### src/rtl/mg_div_pkg.sv
// Shared types and helpers for the iterative restoring divider.
package mg_div_pkg;

   typedef enum logic [1:0] {
      IDLE = 2'd0,
      BUSY = 2'd1,
      DONE = 2'd2
   } state_t;

   // Iteration counter width; never narrower than one bit.
   function automatic int cnt_w(input int width);
      return ($clog2(width) < 1) ? 1 : $clog2(width);
   endfunction

endpackage

### src/rtl/mg_div_csub.sv
// Combinational W-bit trial subtractor (s - d) with a Sklansky parallel-prefix borrow network.
module mg_div_csub #(
   parameter int W = 5
) (
   input  logic [W-1:0] s,
   input  logic [W-1:0] d,
   output logic [W-1:0] diff,
   output logic         borrow
);

   localparam int LEVELS = $clog2(W);

   // Level 0 holds per-bit (generate, propagate); level k spans blocks of 2^k bits.
   logic [LEVELS:0][W-1:0] g;
   logic [LEVELS:0][W-1:0] p;
   logic                   p_unused;

   assign g[0] = ~s & d;
   assign p[0] = ~(s ^ d);

   for (genvar l = 0; l < LEVELS; l++) begin : g_lvl
      for (genvar i = 0; i < W; i++) begin : g_bit
         if (((i >> l) & 1) == 1) begin : g_merge
            localparam int J = ((i >> l) << l) - 1;
            assign g[l+1][i] = g[l][i] | (p[l][i] & g[l][J]);
            assign p[l+1][i] = p[l][i] & p[l][J];
         end else begin : g_pass
            assign g[l+1][i] = g[l][i];
            assign p[l+1][i] = p[l][i];
         end
      end
   end

   // g[LEVELS][i] is the borrow out of bits [i:0], i.e. the borrow into bit i+1.
   assign borrow   = g[LEVELS][W-1];
   assign diff     = s ^ d ^ {g[LEVELS][W-2:0], 1'b0};
   assign p_unused = ^p[LEVELS];

endmodule

### src/rtl/mg_div_restoring.sv
// Iterative unsigned restoring divider, one quotient bit per clock, valid/ready on both sides.
// Optional MG_DIV_FAST_DIV0_EN: a zero divisor bypasses the iterations and completes on acceptance.
module mg_div_restoring
   import mg_div_pkg::*;
#(
   parameter int WIDTH = 4
) (
   input  logic             clk,
   input  logic             rst_n,
   input  logic             in_valid,
   output logic             in_ready,
   input  logic [WIDTH-1:0] dividend,
   input  logic [WIDTH-1:0] divisor,
   output logic             out_valid,
   input  logic             out_ready,
   output logic [WIDTH-1:0] quotient,
   output logic [WIDTH-1:0] remainder,
   output logic             div0
);

   localparam int            CW       = cnt_w(WIDTH);
   localparam logic [CW-1:0] LAST_CNT = CW'(WIDTH - 1);

   state_t           state;
   state_t           state_nxt;
   logic [WIDTH-1:0] q;
   logic [WIDTH-1:0] d;
   logic [WIDTH:0]   r;
   logic [CW-1:0]    cnt;
   logic             div0_q;
   logic [WIDTH:0]   s;
   logic [WIDTH:0]   t;
   logic             borrow;
   logic             last;
   logic             fast_div0;
   logic             r_msb_unused;

   assign s    = {r[WIDTH-1:0], q[WIDTH-1]};
   assign last = (cnt == LAST_CNT);

   mg_div_csub #(
      .W (WIDTH + 1)
   ) u_csub (
      .s      (s),
      .d      ({1'b0, d}),
      .diff   (t),
      .borrow (borrow)
   );

`ifdef MG_DIV_FAST_DIV0_EN
   assign fast_div0 = (divisor == '0);
`else
   assign fast_div0 = 1'b0;
`endif

   always_ff @(posedge clk or negedge rst_n) begin
      // NOTE: sequential state uses non-blocking assignments so every flop samples pre-edge values.
      if (!rst_n) state <= IDLE;
      else        state <= state_nxt;
   end

   always_comb begin
      // NOTE: every output of this block gets a default first, so no path can infer a latch.
      state_nxt = state;
      in_ready  = 1'b0;
      out_valid = 1'b0;
      case (state)
         IDLE: begin
            in_ready = 1'b1;
            if (in_valid) state_nxt = fast_div0 ? DONE : BUSY;
         end
         BUSY: begin
            if (last) state_nxt = DONE;
         end
         DONE: begin
            out_valid = 1'b1;
            if (out_ready) state_nxt = IDLE;
         end
         default: state_nxt = IDLE;
      endcase
   end

   always_ff @(posedge clk or negedge rst_n) begin
      // NOTE: these are plain registers, not a memory array, so all of them are reset.
      if (!rst_n) begin
         q      <= '0;
         r      <= '0;
         d      <= '0;
         cnt    <= '0;
         div0_q <= 1'b0;
      end else begin
         case (state)
            IDLE: begin
               if (in_valid) begin
                  d      <= divisor;
                  cnt    <= '0;
                  div0_q <= (divisor == '0);
                  if (fast_div0) begin
                     q <= '1;
                     r <= {1'b0, dividend};
                  end else begin
                     q <= dividend;
                     r <= '0;
                  end
               end
            end
            BUSY: begin
               // Restore on borrow: keep the shifted partial remainder instead of the difference.
               r <= borrow ? s : t;
               q <= {q[WIDTH-2:0], ~borrow};
               if (!last) cnt <= cnt + CW'(1);
            end
            default: ;
         endcase
      end
   end

   // R < D after every iteration, so the top remainder bit is always zero once DONE.
   assign r_msb_unused = r[WIDTH];

   assign quotient  = (state == DONE) ? q            : '0;
   assign remainder = (state == DONE) ? r[WIDTH-1:0] : '0;
   assign div0      = (state == DONE) ? div0_q       : 1'b0;

endmodule

### config.mk
export PLATFORM = sky130hd
export DESIGN_NAME = mg_div_restoring
export DESIGN_NICKNAME = d
export VERILOG_FILES = /design/src/rtl/mg_div_pkg.sv /design/src/rtl/mg_div_csub.sv /design/src/rtl/mg_div_restoring.sv
export SDC_FILE = /design/constraint.sdc
export NUM_CORES = 1
export LEC_CHECK = 0
export ABC_AREA = 1
export BUFFER_PORTS_ARGS = -buffer_cell sky130_fd_sc_hd__buf_2
export CAP_MARGIN = 20
export CORE_MARGIN = 8
export CORE_UTILIZATION = 53
export DETAILED_ROUTE_END_ITERATION = 10
export GPL_ROUTABILITY_DRIVEN = 0
export PLACE_DENSITY = 0.89
export SYNTH_ARGS = -nofsm -noshare
export SYNTH_HDL_FRONTEND = slang
export SYNTH_HIERARCHICAL = 1
export SYNTH_SLANG_ARGS = --single-unit
export TNS_END_PERCENT = 100
### constraint.sdc
create_clock -name clk -period 2.61 [get_ports clk]
set_clock_uncertainty 0.2 [all_clocks]
set_input_delay 0.522 -clock clk [delete_from_list [all_inputs] [get_ports clk]]
set_output_delay 0.522 -clock clk [all_outputs]
set_load 0.005 [all_outputs]
==> summary.md, run 1 <==
| Metric | Value |
|---|---|
| Number of buffers between clock root and the deepest sink | `2` |
| Delay of the slowest critical-path stage | `0.41 ns` |
| Area of the core region | `1940 sq um` |
| Routed vias/inst | `4.67` |
| Worst min-delay path class | `primary input to flop` |
| #FFs+latches synth | `17` |
| Total die area | `3710 sq um` |
| Effective utilization at floorplan | `0.550` |
| Cts bufs inserted | `3` |
| Worst Hold Endpoint | `d[0]$_DFFE_PN0P_` |
| Total clock sinks | `17` |
| Fin util | `0.627` |
| Required time at the endpoint of the critical path | `2.61 ns` |
| Fmax | `430 MHz` |
| Antenna-violating nets left | `0` |
| Buffers on Ports | `22` |
| Post CTS Setup Buffer Count | `0` |
| Count of vias placed by the detailed router | `892` |
| Final-report max-slew violation count | `0` |
| Most used cell, CP | `inv_1` |
| Number of hold violations in the final report | `0` |
| Width of the die | `60.9 microns` |
| Register-to-register path setup slack | `0.28 ns` |
| Mean instance size in the synthesized netlist | `7.58 sq um` |
| Result of the run | `finished clean` |
| Gate family responsible for the most delay along the worst path | `adder cells` |
| Post-synthesis instance area | `1070 sq um` |
| Area delta synth->final | `13.9%` |
| Startpoint kind of the worst setup timing path | `flop` |
| Pin count of the biggest net entering global routing | `18` |
| Skew-Pair Late Insertion Delay | `0.30 ns` |
| Number of global-route vias before repair | `889` |
| Global-route usage over all layers | `0.130` |
| Nets | `184` |
| Total number of placement rows | `16` |
| Synthesis warning total | `6` |
| Unrepaired setup endpoints after global routing | `no` |
| WS Path Type | `flop to flop` |
| Length of the first detailed-routing pass in iterations | `4` |
| Beginning of the worst register-to-register path | `q[3]$_DFFE_PN0P_` |
| Library cell contributing the largest single delay on the critical path | `dfrtp_1` |
| Critical Path End Type | `flop` |
| Worst hold stages | `3` |
| Setup TNS | `0 ns` |
| Initial antenna violation count | `0` |
| Cell leakage power | `0.710 nW` |
| Cells resized by post-CTS repair | `0` |
| Crit path buf inv count | `4` |
| I/O pin count | `23` |
| Worst-path clk slew | `0.10 ns` |
| TritonCTS clock tree | `built` |
| DRC violations left | `0` |
| Number of distinct library cells after synthesis | `23` |
| Sum of net half-perimeters after detailed placement | `1680 microns` |
| Routed length per instance | `10.8 microns` |
| Cell count after synthesis | `141` |
| Critical-path maximum fanout | `9` |
| Final Power | `1.39 mW` |
| Fin crit share | `0.892` |
| Clock period minus worst slack | `2.33 ns` |
| Die Ht | `60.9 microns` |
| Sequential-to-total area share from yosys stat | `0.398` |
| Antenna diode count | `0` |
| First-pass GRT wire length | `3610 microns` |
| Final routed wirelength across all metal layers | `2050 microns` |
| Final number of setup-violating endpoints | `0` |
| Initial DRC Count | `13` |
| Max_cap viols | `0` |
| Power density cells | `1140 nW/um^2` |
| Worst hold path startpoint | `divisor[0]` |
| Endpoint arrival time on the critical path | `2.33 ns` |
| Post-CTS Hold Fix Bufs | `1` |
| Reg-to-reg critical path endpoint | `q[0]$_DFFE_PN0P_` |
| Syn Nets | `160` |
| Share of final-layout standard cells stronger than drive strength 1 | `0.201` |
| Clock Tree Root | `clkbuf_4` |
| Number of cells traversed by the worst register-to-register path | `13` |
| Layout fillers | `172` |
| H-tree depth | `1` |
| Highest ir drop seen on vdd | `742 uV` |
| Worst-path cell chain | `inv_1, ha_1, inv_1, fa_1, nor2_1, nor2_1, fa_1, inv_1, inv_1, nand3_1, nand2_1, nand2_1, nand2_1` |
| Global route total overflow | `0` |
[layout make-up]
class | instances | area (sq um) | area share
flip-flops and latches | 17 | 425 | 0.349
repair buffers | 23 | 120 | 0.0987
inverters | 29 | 109 | 0.0894
multi-input cells | 91 | 503 | 0.413
clock buffers | 4 | 26.3 | 0.0216
well taps | 27 | 33.8 | 0.0277
[registers in the layout, indices dropped and copies added (netlist names)]
name    flops
cnt         2
r           4
q           4
div0_q      1
d           4
state       2
[cell usage in the layout, fill, tap and decap left out]
master         netlist  layout
conb_1               1       1
nand4_1              2       2
dfrtp_1             17      17
nor2_4               1       1
inv_1               27      27
nor2_1              12      12
ha_1                 4       4
dlygate4sd3_1        0       1
clkbuf_4             0       3
o21ai_0              1       1
buf_2                1      22
o21ai_1              1       1
fa_1                 3       3
o21ai_2              2       2
clkbuf_1             1       1
nand2_2              1       1
o211ai_1             4       4
o21ai_4              1       1
nor2_2               1       1
or2_0                1       1
inv_2                2       2
nand2_1             45      45
nand3_1             10      10
xnor2_1              1       1
[worst min-delay path, stage by stage]
cell and delay [ns]:
buf_2 0.09, nand3_1 0.07, nand2_1 0.06
[report_power, final]
group	internal, mW	total [mW]	switching [mW]	leakage (nW)
logic	0.293	0.735	0.442	0.481
clock network	0.0596	0.144	0.0845	0.0150
registers	0.388	0.513	0.125	0.213
[stage by stage]
stage	hold WS [ns]	std cells	setup slack, ns	area (sq um)
floorplan	0.0264	141	0.316	1070
global placement	0.253	186	0.375	1180
detailed placement	0.257	186	0.279	1180
CTS	0.269	191	0.269	1220
global route	0.275	191	0.0358	1220
finish	0.273	191	0.283	1220
[cell usage after synthesis]
master    count  area share
nor2_2        1      0.0059
nand2_1      45        0.16
or2_0         1      0.0059
o21ai_4       1       0.015
fa_1          3       0.056
inv_1        27       0.095
dfrtp_1      17        0.40
o211ai_1      4       0.028
nand2_2       1      0.0059
o21ai_1       1      0.0047
buf_2         1      0.0047
xnor2_1       1      0.0082
inv_2         2      0.0070
nand3_1      10       0.047
nand4_1       2       0.012
o21ai_0       1      0.0047
ha_1          4       0.047
o21ai_2       2       0.016
nor2_4        1       0.011
nor2_1       12       0.042
conb_1        1      0.0035
buf_6         2       0.021
clkbuf_1      1      0.0035
[cell families after synthesis]
family	count (synthesis)	share of synthesized area
flip-flops	17	0.398
buffers and inverters	33	0.131
AND/OR/NAND/NOR	73	0.287
adder cells (fa/ha/maj)	7	0.103
XOR/XNOR	1	0.00820
AO/OA/AOI/OAI	9	0.0691
other	1	0.00351
[routing by layer]
metal / vias up / global-route usage / wire length [microns]
met4: 0 / 0.0797 / 55
met5: - / 0 / 0
li1: 467 / - / -
met3: 5 / 0.0212 / 114
met1: 397 / 0.148 / 940
met2: 23 / 0.223 / 945
[worst max-delay path by stage]
stage,from,to,slack [ns],depth (start not counted)
2_1_floorplan,q[3]$_DFFE_PN0P_,q[0]$_DFFE_PN0P_,0.32,14
3_3_place_gp,q[3]$_DFFE_PN0P_,q[0]$_DFFE_PN0P_,0.38,13
3_5_place_dp,q[3]$_DFFE_PN0P_,q[0]$_DFFE_PN0P_,0.28,13
4_1_cts,q[3]$_DFFE_PN0P_,q[0]$_DFFE_PN0P_,0.27,13
5_1_grt,q[3]$_DFFE_PN0P_,q[0]$_DFFE_PN0P_,0.04,13
6_report,q[3]$_DFFE_PN0P_,q[0]$_DFFE_PN0P_,0.28,13
Note: power is estimated with default switching activity, not from simulation.
==> run 2: changes to the inputs <==
- REMOVE_ABC_BUFFERS: unset -> 1
==> run 2 against run 1 <==
Against the previous run:
- die area did not move
- non-clock buffer count did not move
- power rose by 0.94%
- final area did not move
- register-to-register slack improved by 0.02 ns
- largest power group unchanged
- clock power barely moved
- first-iteration DRC count did not move
- fmax rose by 0.96%
- flip-flop and latch count did not move
- combinational power rose by 2%
==> summary.md, run 2 (synthesis results as in run 1) <==
| Metric | Value |
|---|---|
| Result of the run | `finished clean` |
| Worst-path clk slew | `0.10 ns` |
| Share of final-layout standard cells stronger than drive strength 1 | `0.201` |
| Global-route usage over all layers | `0.135` |
| DRC violations left | `0` |
| Skew-Pair Late Insertion Delay | `0.29 ns` |
| Worst min-delay path class | `primary input to flop` |
| Worst hold path startpoint | `divisor[0]` |
| Fmax | `434 MHz` |
| TritonCTS clock tree | `built` |
| Endpoint arrival time on the critical path | `2.29 ns` |
| Worst hold stages | `3` |
| Setup TNS | `0 ns` |
| Area of the core region | `1940 sq um` |
| Clock Tree Root | `clkbuf_4` |
| Max_cap viols | `0` |
| Reg-to-reg critical path endpoint | `r[0]$_DFFE_PN0P_` |
| Post CTS Setup Buffer Count | `0` |
| Number of cells traversed by the worst register-to-register path | `11` |
| Fin area | `1220 sq um` |
| Power density cells | `1150 nW/um^2` |
| Pre-CTS WS | `0.291 ns` |
| Final number of setup-violating endpoints | `0` |
| Required time at the endpoint of the critical path | `2.60 ns` |
| Antenna diode count | `0` |
| Worst Setup Slack, final | `0.305 ns` |
| Startpoint kind of the worst setup timing path | `flop` |
| Antenna-violating nets left | `0` |
| Number of hold violations in the final report | `0` |
| First-pass GRT wire length | `3750 microns` |
| Cell count after placement | `186` |
| Area delta synth->final | `13.9%` |
| Number of buffers between clock root and the deepest sink | `2` |
| Initial DRC Count | `13` |
| Worst-path cell chain | `inv_1, ha_1, inv_1, fa_1, nor2_1, nor2_1, fa_1, inv_1, nand2_1, o211ai_1, nand2_1` |
| Post-Layout Cell Count | `191` |
| Pin count of the biggest net entering global routing | `18` |
| Commonest non-fill, non-tap cell in the layout | `nand2_1` |
| Buffers on Ports | `22` |
| Crit path buf inv count | `3` |
| Worst hold slack | `0.273 ns` |
| Global route total overflow | `0` |
| Nets | `184` |
| Cell leakage power | `0.710 nW` |
| WS Path Type | `flop to flop` |
| Beginning of the worst register-to-register path | `q[3]$_DFFE_PN0P_` |
| Most used cell, CP | `inv_1` |
| Post-CTS Hold Fix Bufs | `1` |
| Gate family responsible for the most delay along the worst path | `adder cells` |
| Count of vias placed by the detailed router | `904` |
| Initial antenna violation count | `0` |
| Critical Path End Type | `flop` |
| Total number of placement rows | `16` |
| H-tree depth | `1` |
| Clock period minus worst slack | `2.30 ns` |
| Regs by FF count | `d: 4 flops, q: 4 flops, r: 4 flops` |
| Fin util | `0.627` |
| Total die area | `3710 sq um` |
| Total clock sinks | `17` |
| Most frequent cells in the layout | `nand2_1 (45), inv_1 (27), buf_2 (22), dfrtp_1 (17), nor2_1 (12)` |
| Final routed wirelength across all metal layers | `2200 microns` |
| Effective utilization at floorplan | `0.550` |
| Critical-path maximum fanout | `9` |
| Unrepaired setup endpoints after global routing | `no` |
| Delay of the slowest critical-path stage | `0.41 ns` |
| Highest ir drop seen on vdd | `748 uV` |
| Length of the first detailed-routing pass in iterations | `4` |
| Cts bufs inserted | `3` |
| Sum of net half-perimeters after detailed placement | `1750 microns` |
| Final Power | `1.41 mW` |
| Routed length per instance | `11.5 microns` |
| Routed vias/inst | `4.73` |
| Library cell contributing the largest single delay on the critical path | `dfrtp_1` |
| Worst Hold Endpoint | `d[0]$_DFFE_PN0P_` |
| Area post-placement | `1180 sq um` |
| Fin crit share | `0.883` |
| Die Ht | `60.9 microns` |
| Number of global-route vias before repair | `942` |
| Layout fillers | `172` |
| Final-report max-slew violation count | `0` |
| Width of the die | `60.9 microns` |
| Register-to-register path setup slack | `0.31 ns` |
| Cells resized by post-CTS repair | `0` |
| I/O pin count | `23` |
[run 2: cell counts in the layout (fill, tap and decap cells not counted)]
No cell type changed its count.
[run 2: power breakdown]
part           internal [mW]  leakage [nW]  switching [mW]
Clock                 0.0595        0.0150          0.0843
Sequential             0.388         0.213           0.122
Combinational          0.296         0.481           0.455
[run 2: final cells by class]
| class | instances | area, sq um | share of cell area |
|---|---|---|---|
| clock buffer | 4 | 26.3 | 0.0216 |
| inverter | 29 | 109 | 0.0894 |
| multi-input combinational | 91 | 503 | 0.413 |
| sequential | 17 | 425 | 0.349 |
| tap | 27 | 33.8 | 0.0277 |
| timing repair buffer | 23 | 120 | 0.0987 |
[run 2: worst max-delay path by stage]
stage | cells past startpoint | from | to | slack [ns]
after detailed placement | 13 | q[3]$_DFFE_PN0P_ | q[0]$_DFFE_PN0P_ | 0.29
after floorplan | 13 | q[3]$_DFFE_PN0P_ | q[0]$_DFFE_PN0P_ | 0.44
final | 11 | q[3]$_DFFE_PN0P_ | r[0]$_DFFE_PN0P_ | 0.31
after global routing | 13 | q[3]$_DFFE_PN0P_ | q[0]$_DFFE_PN0P_ | 0.12
after global placement | 13 | q[3]$_DFFE_PN0P_ | q[0]$_DFFE_PN0P_ | 0.38
after CTS | 13 | q[3]$_DFFE_PN0P_ | q[0]$_DFFE_PN0P_ | 0.28
[run 2: layer usage]
layer / track usage / share of wire / up-vias / wire, microns
met2: 0.238 / 0.50 / 18 / 1100
li1: - / - / 469 / -
met1: 0.145 / 0.44 / 413 / 973
met3: 0.0275 / 0.048 / 4 / 105
met4: 0.0764 / 0.011 / 0 / 25
met5: 0 / 0 / - / 0
[run 2: worst reg2reg max path, stage by stage (launching register included)]
cell      delay [ns]
dfrtp_1         0.41
inv_1           0.06
ha_1            0.13
inv_1           0.05
fa_1            0.37
nor2_1          0.11
nor2_1          0.05
fa_1            0.35
inv_1           0.20
nand2_1         0.08
o211ai_1        0.11
nand2_1         0.08
==> run 3: changes to the inputs <==
- BUFFER_PORTS_ARGS: -buffer_cell sky130_fd_sc_hd__buf_2 -> unset
- CORE_UTILIZATION: 53 -> 55
- DONT_BUFFER_PORTS: unset -> 1
- PLACE_DENSITY: 0.89 -> 0.84
- clock period: 2.61 -> 2.1 ns (I/O delays scaled with it)
==> run 3 against run 2 <==
Against the previous run:
- the flow now finishes with violations (setup timing)
- flip-flop and latch count did not move
- fmax rose by 5.6%
- critical path depth up 2
- register-to-register slack got worse by 0.39 ns
- via count shrank 8.3%
- final area down 4.5%
- wire length barely moved
- sequential share of layout area rose by 1.7 points
- worst setup slack worse by 0.39 ns
- clock power rose by 23%
- critical path type unchanged
- largest cell class unchanged
- largest power group unchanged
==> summary.md, run 3 (synthesis results as in run 1) <==
| Metric | Value |
|---|---|
| Result of the run | `finished with violations` |
| Failing checks | `setup timing` |
| Fmax | `458 MHz` |
| Area of the core region | `1900 sq um` |
| Width of the die | `60.1 microns` |
| Antenna diode count | `0` |
| I/O pin count | `23` |
| Worst Setup Slack, final | `-0.0818 ns` |
| Worst Hold Endpoint | `d[1]$_DFFE_PN0P_` |
| Total clock sinks | `17` |
| Clock Tree Root | `clkbuf_4` |
| Pre-CTS WS | `-0.213 ns` |
| Final number of setup-violating endpoints | `5` |
| WS Path Type | `flop to flop` |
| Routed length per instance | `12.6 microns` |
| Initial DRC Count | `19` |
| Worst hold slack | `0.0611 ns` |
| Combinational fraction of design power | `0.584` |
| Share of power burned in registers | `0.321` |
| H-tree depth | `1` |
| Beginning of the worst register-to-register path | `q[3]$_DFFE_PN0P_` |
| Endpoint arrival time on the critical path | `2.17 ns` |
| Internal power of the cells | `0.991 mW` |
| Unrepaired setup endpoints after global routing | `yes` |
| Switching share of power | `0.469` |
| Startpoint kind of the worst setup timing path | `flop` |
| Final-report max-slew violation count | `0` |
| Commonest non-fill, non-tap cell in the layout | `nand2_1` |
| Required time at the endpoint of the critical path | `2.08 ns` |
| Final routed wirelength across all metal layers | `2200 microns` |
| Critical Path End Type | `flop` |
| Max_cap viols | `0` |
| Worst hold path startpoint | `divisor[1]` |
| Post CTS Setup Buffer Count | `0` |
| Number of global-route vias before repair | `822` |
| Cts bufs inserted | `3` |
| Fin area | `1160 sq um` |
| Regs by FF count | `d: 4 flops, q: 4 flops, r: 4 flops` |
| Most frequent cells in the layout | `nand2_1 (45), inv_1 (25), dfrtp_1 (17), nor2_1 (10), nand3_1 (10)` |
| Register-to-register path setup slack | `-0.08 ns` |
| First-pass GRT wire length | `3700 microns` |
| Skew-Pair Late Insertion Delay | `0.29 ns` |
| Worst hold stages | `2` |
| Total die area | `3610 sq um` |
| Worst-path clk slew | `0.10 ns` |
| Critical-path maximum fanout | `5` |
| Area post-placement | `1110 sq um` |
| Global-route usage over all layers | `0.137` |
| Die Ht | `60.1 microns` |
| Antenna-violating nets left | `0` |
| Number of cells traversed by the worst register-to-register path | `13` |
| Total number of placement rows | `16` |
| Sum of net half-perimeters after detailed placement | `1720 microns` |
| Cell leakage power | `0.627 nW` |
| Global route total overflow | `0` |
| Pin count of the biggest net entering global routing | `18` |
| Slew @ Worst Pin | `0.766 ns` |
| Routed vias/inst | `4.74` |
| Number of buffers between clock root and the deepest sink | `2` |
| Share of final-layout standard cells stronger than drive strength 1 | `0.162` |
| TritonCTS clock tree | `built` |
| Highest ir drop seen on vdd | `671 uV` |
| Switching power of the nets | `0.876 mW` |
| Worst min-delay path class | `primary input to flop` |
| Power density cells | `1610 nW/um^2` |
| Share of power burned in the clock network | `0.095` |
| Layout fillers | `168` |
| Nets | `168` |
| Length of the first detailed-routing pass in iterations | `6` |
| Reg-to-reg critical path endpoint | `q[0]$_DFFE_PN0P_` |
| Buffers on Ports | `0` |
| DRC violations left | `0` |
| Effective utilization at floorplan | `0.562` |
| Count of vias placed by the detailed router | `829` |
| Worst slew margin relative to its limit | `0.488` |
| Fin crit share | `1.04` |
| Clock period minus worst slack | `2.18 ns` |
| Area delta synth->final | `8.78%` |
| Initial antenna violation count | `0` |
| Number of hold violations in the final report | `0` |
==> run 3: cell types whose count changed in the layout (fill, tap and decap cells not counted), sizes merged <==
cell,previous run,this run
buf,22,5
clkinvlp,0,1
==> run 3: final cells by class <==
class | count | area [sq um] | area share
Timing Repair Buffer | 6 | 47.5 | 0.0409
Timing Repair inverter | 1 | 5.00 | 0.00431
Sequential cell | 17 | 425 | 0.366
Inverter | 29 | 109 | 0.0936
Clock buffer | 4 | 26.3 | 0.0226
Multi-Input combinational cell | 91 | 515 | 0.443
Tap cell | 27 | 33.8 | 0.0291
==> run 3: power groups by stage <==
stage	logic [mW]	registers (mW)	clock network, mW
6_report	1.09	0.599	0.177
3_3_place_gp	0.944	0.595	0
4_1_cts	1.08	0.599	0.181
3_5_place_dp	1.01	0.605	0
2_1_floorplan	0.734	0.605	0
5_1_grt	1.25	0.623	0.205
==> run 3: worst max-delay path by stage <==
stage                          start               end  slack [ns]  cells after the start
CTS                 q[3]$_DFFE_PN0P_  q[0]$_DFFE_PN0P_       -0.09                     13
global placement    q[3]$_DFFE_PN0P_  q[0]$_DFFE_PN0P_       -0.11                     13
global route        q[3]$_DFFE_PN0P_  q[0]$_DFFE_PN0P_       -0.21                     13
floorplan           q[3]$_DFFE_PN0P_  q[0]$_DFFE_PN0P_       -0.07                     13
finish              q[3]$_DFFE_PN0P_  q[0]$_DFFE_PN0P_       -0.08                     13
detailed placement  q[3]$_DFFE_PN0P_  q[0]$_DFFE_PN0P_       -0.21                     13
==> run 3: repair_timing <==
| action | in CTS | in global routing |
|---|---|---|
| setup endpoints to repair | 5 | 5 |
| hold endpoints to repair | 17 | 0 |
| hold buffers | 1 | 0 |
| cloned | 1 | 0 |
| pin swaps | 4 | 7 |
| gates resized for setup | 5 | 2 |
==> run 3: metal layers <==
layer	up-vias	share of wire	GRT usage	routed length (microns)
li1	435	-	-	-
met1	375	0.44	0.148	977
met2	17	0.50	0.238	1090
met3	2	0.050	0.0323	110
met4	0	0.010	0.0782	23
met5	-	0	0	0
==> run 3: worst max-delay path, stage by stage (launching register included) <==
cell     delay, ns
dfrtp_1       0.39
inv_1         0.06
ha_2          0.17
inv_2         0.04
fa_2          0.34
nor2_2        0.11
nor2_2        0.06
fa_2          0.37
inv_2         0.10
inv_1         0.04
nand3_1       0.05
nand2_1       0.05
nand2_1       0.05
nand2_1       0.05
==> run 3: through the flow <==
stage	TNS [ns]	power [mW]	util	std cells
5_1_grt	-0.793	2.07	0.611	175
3_5_place_dp	-0.952	1.62	0.583	169
6_report	-0.277	1.87	0.611	175
2_1_floorplan	-0.235	1.34	-	137
4_1_cts	-0.316	1.86	0.610	175
3_3_place_gp	-0.486	1.54	0.583	169
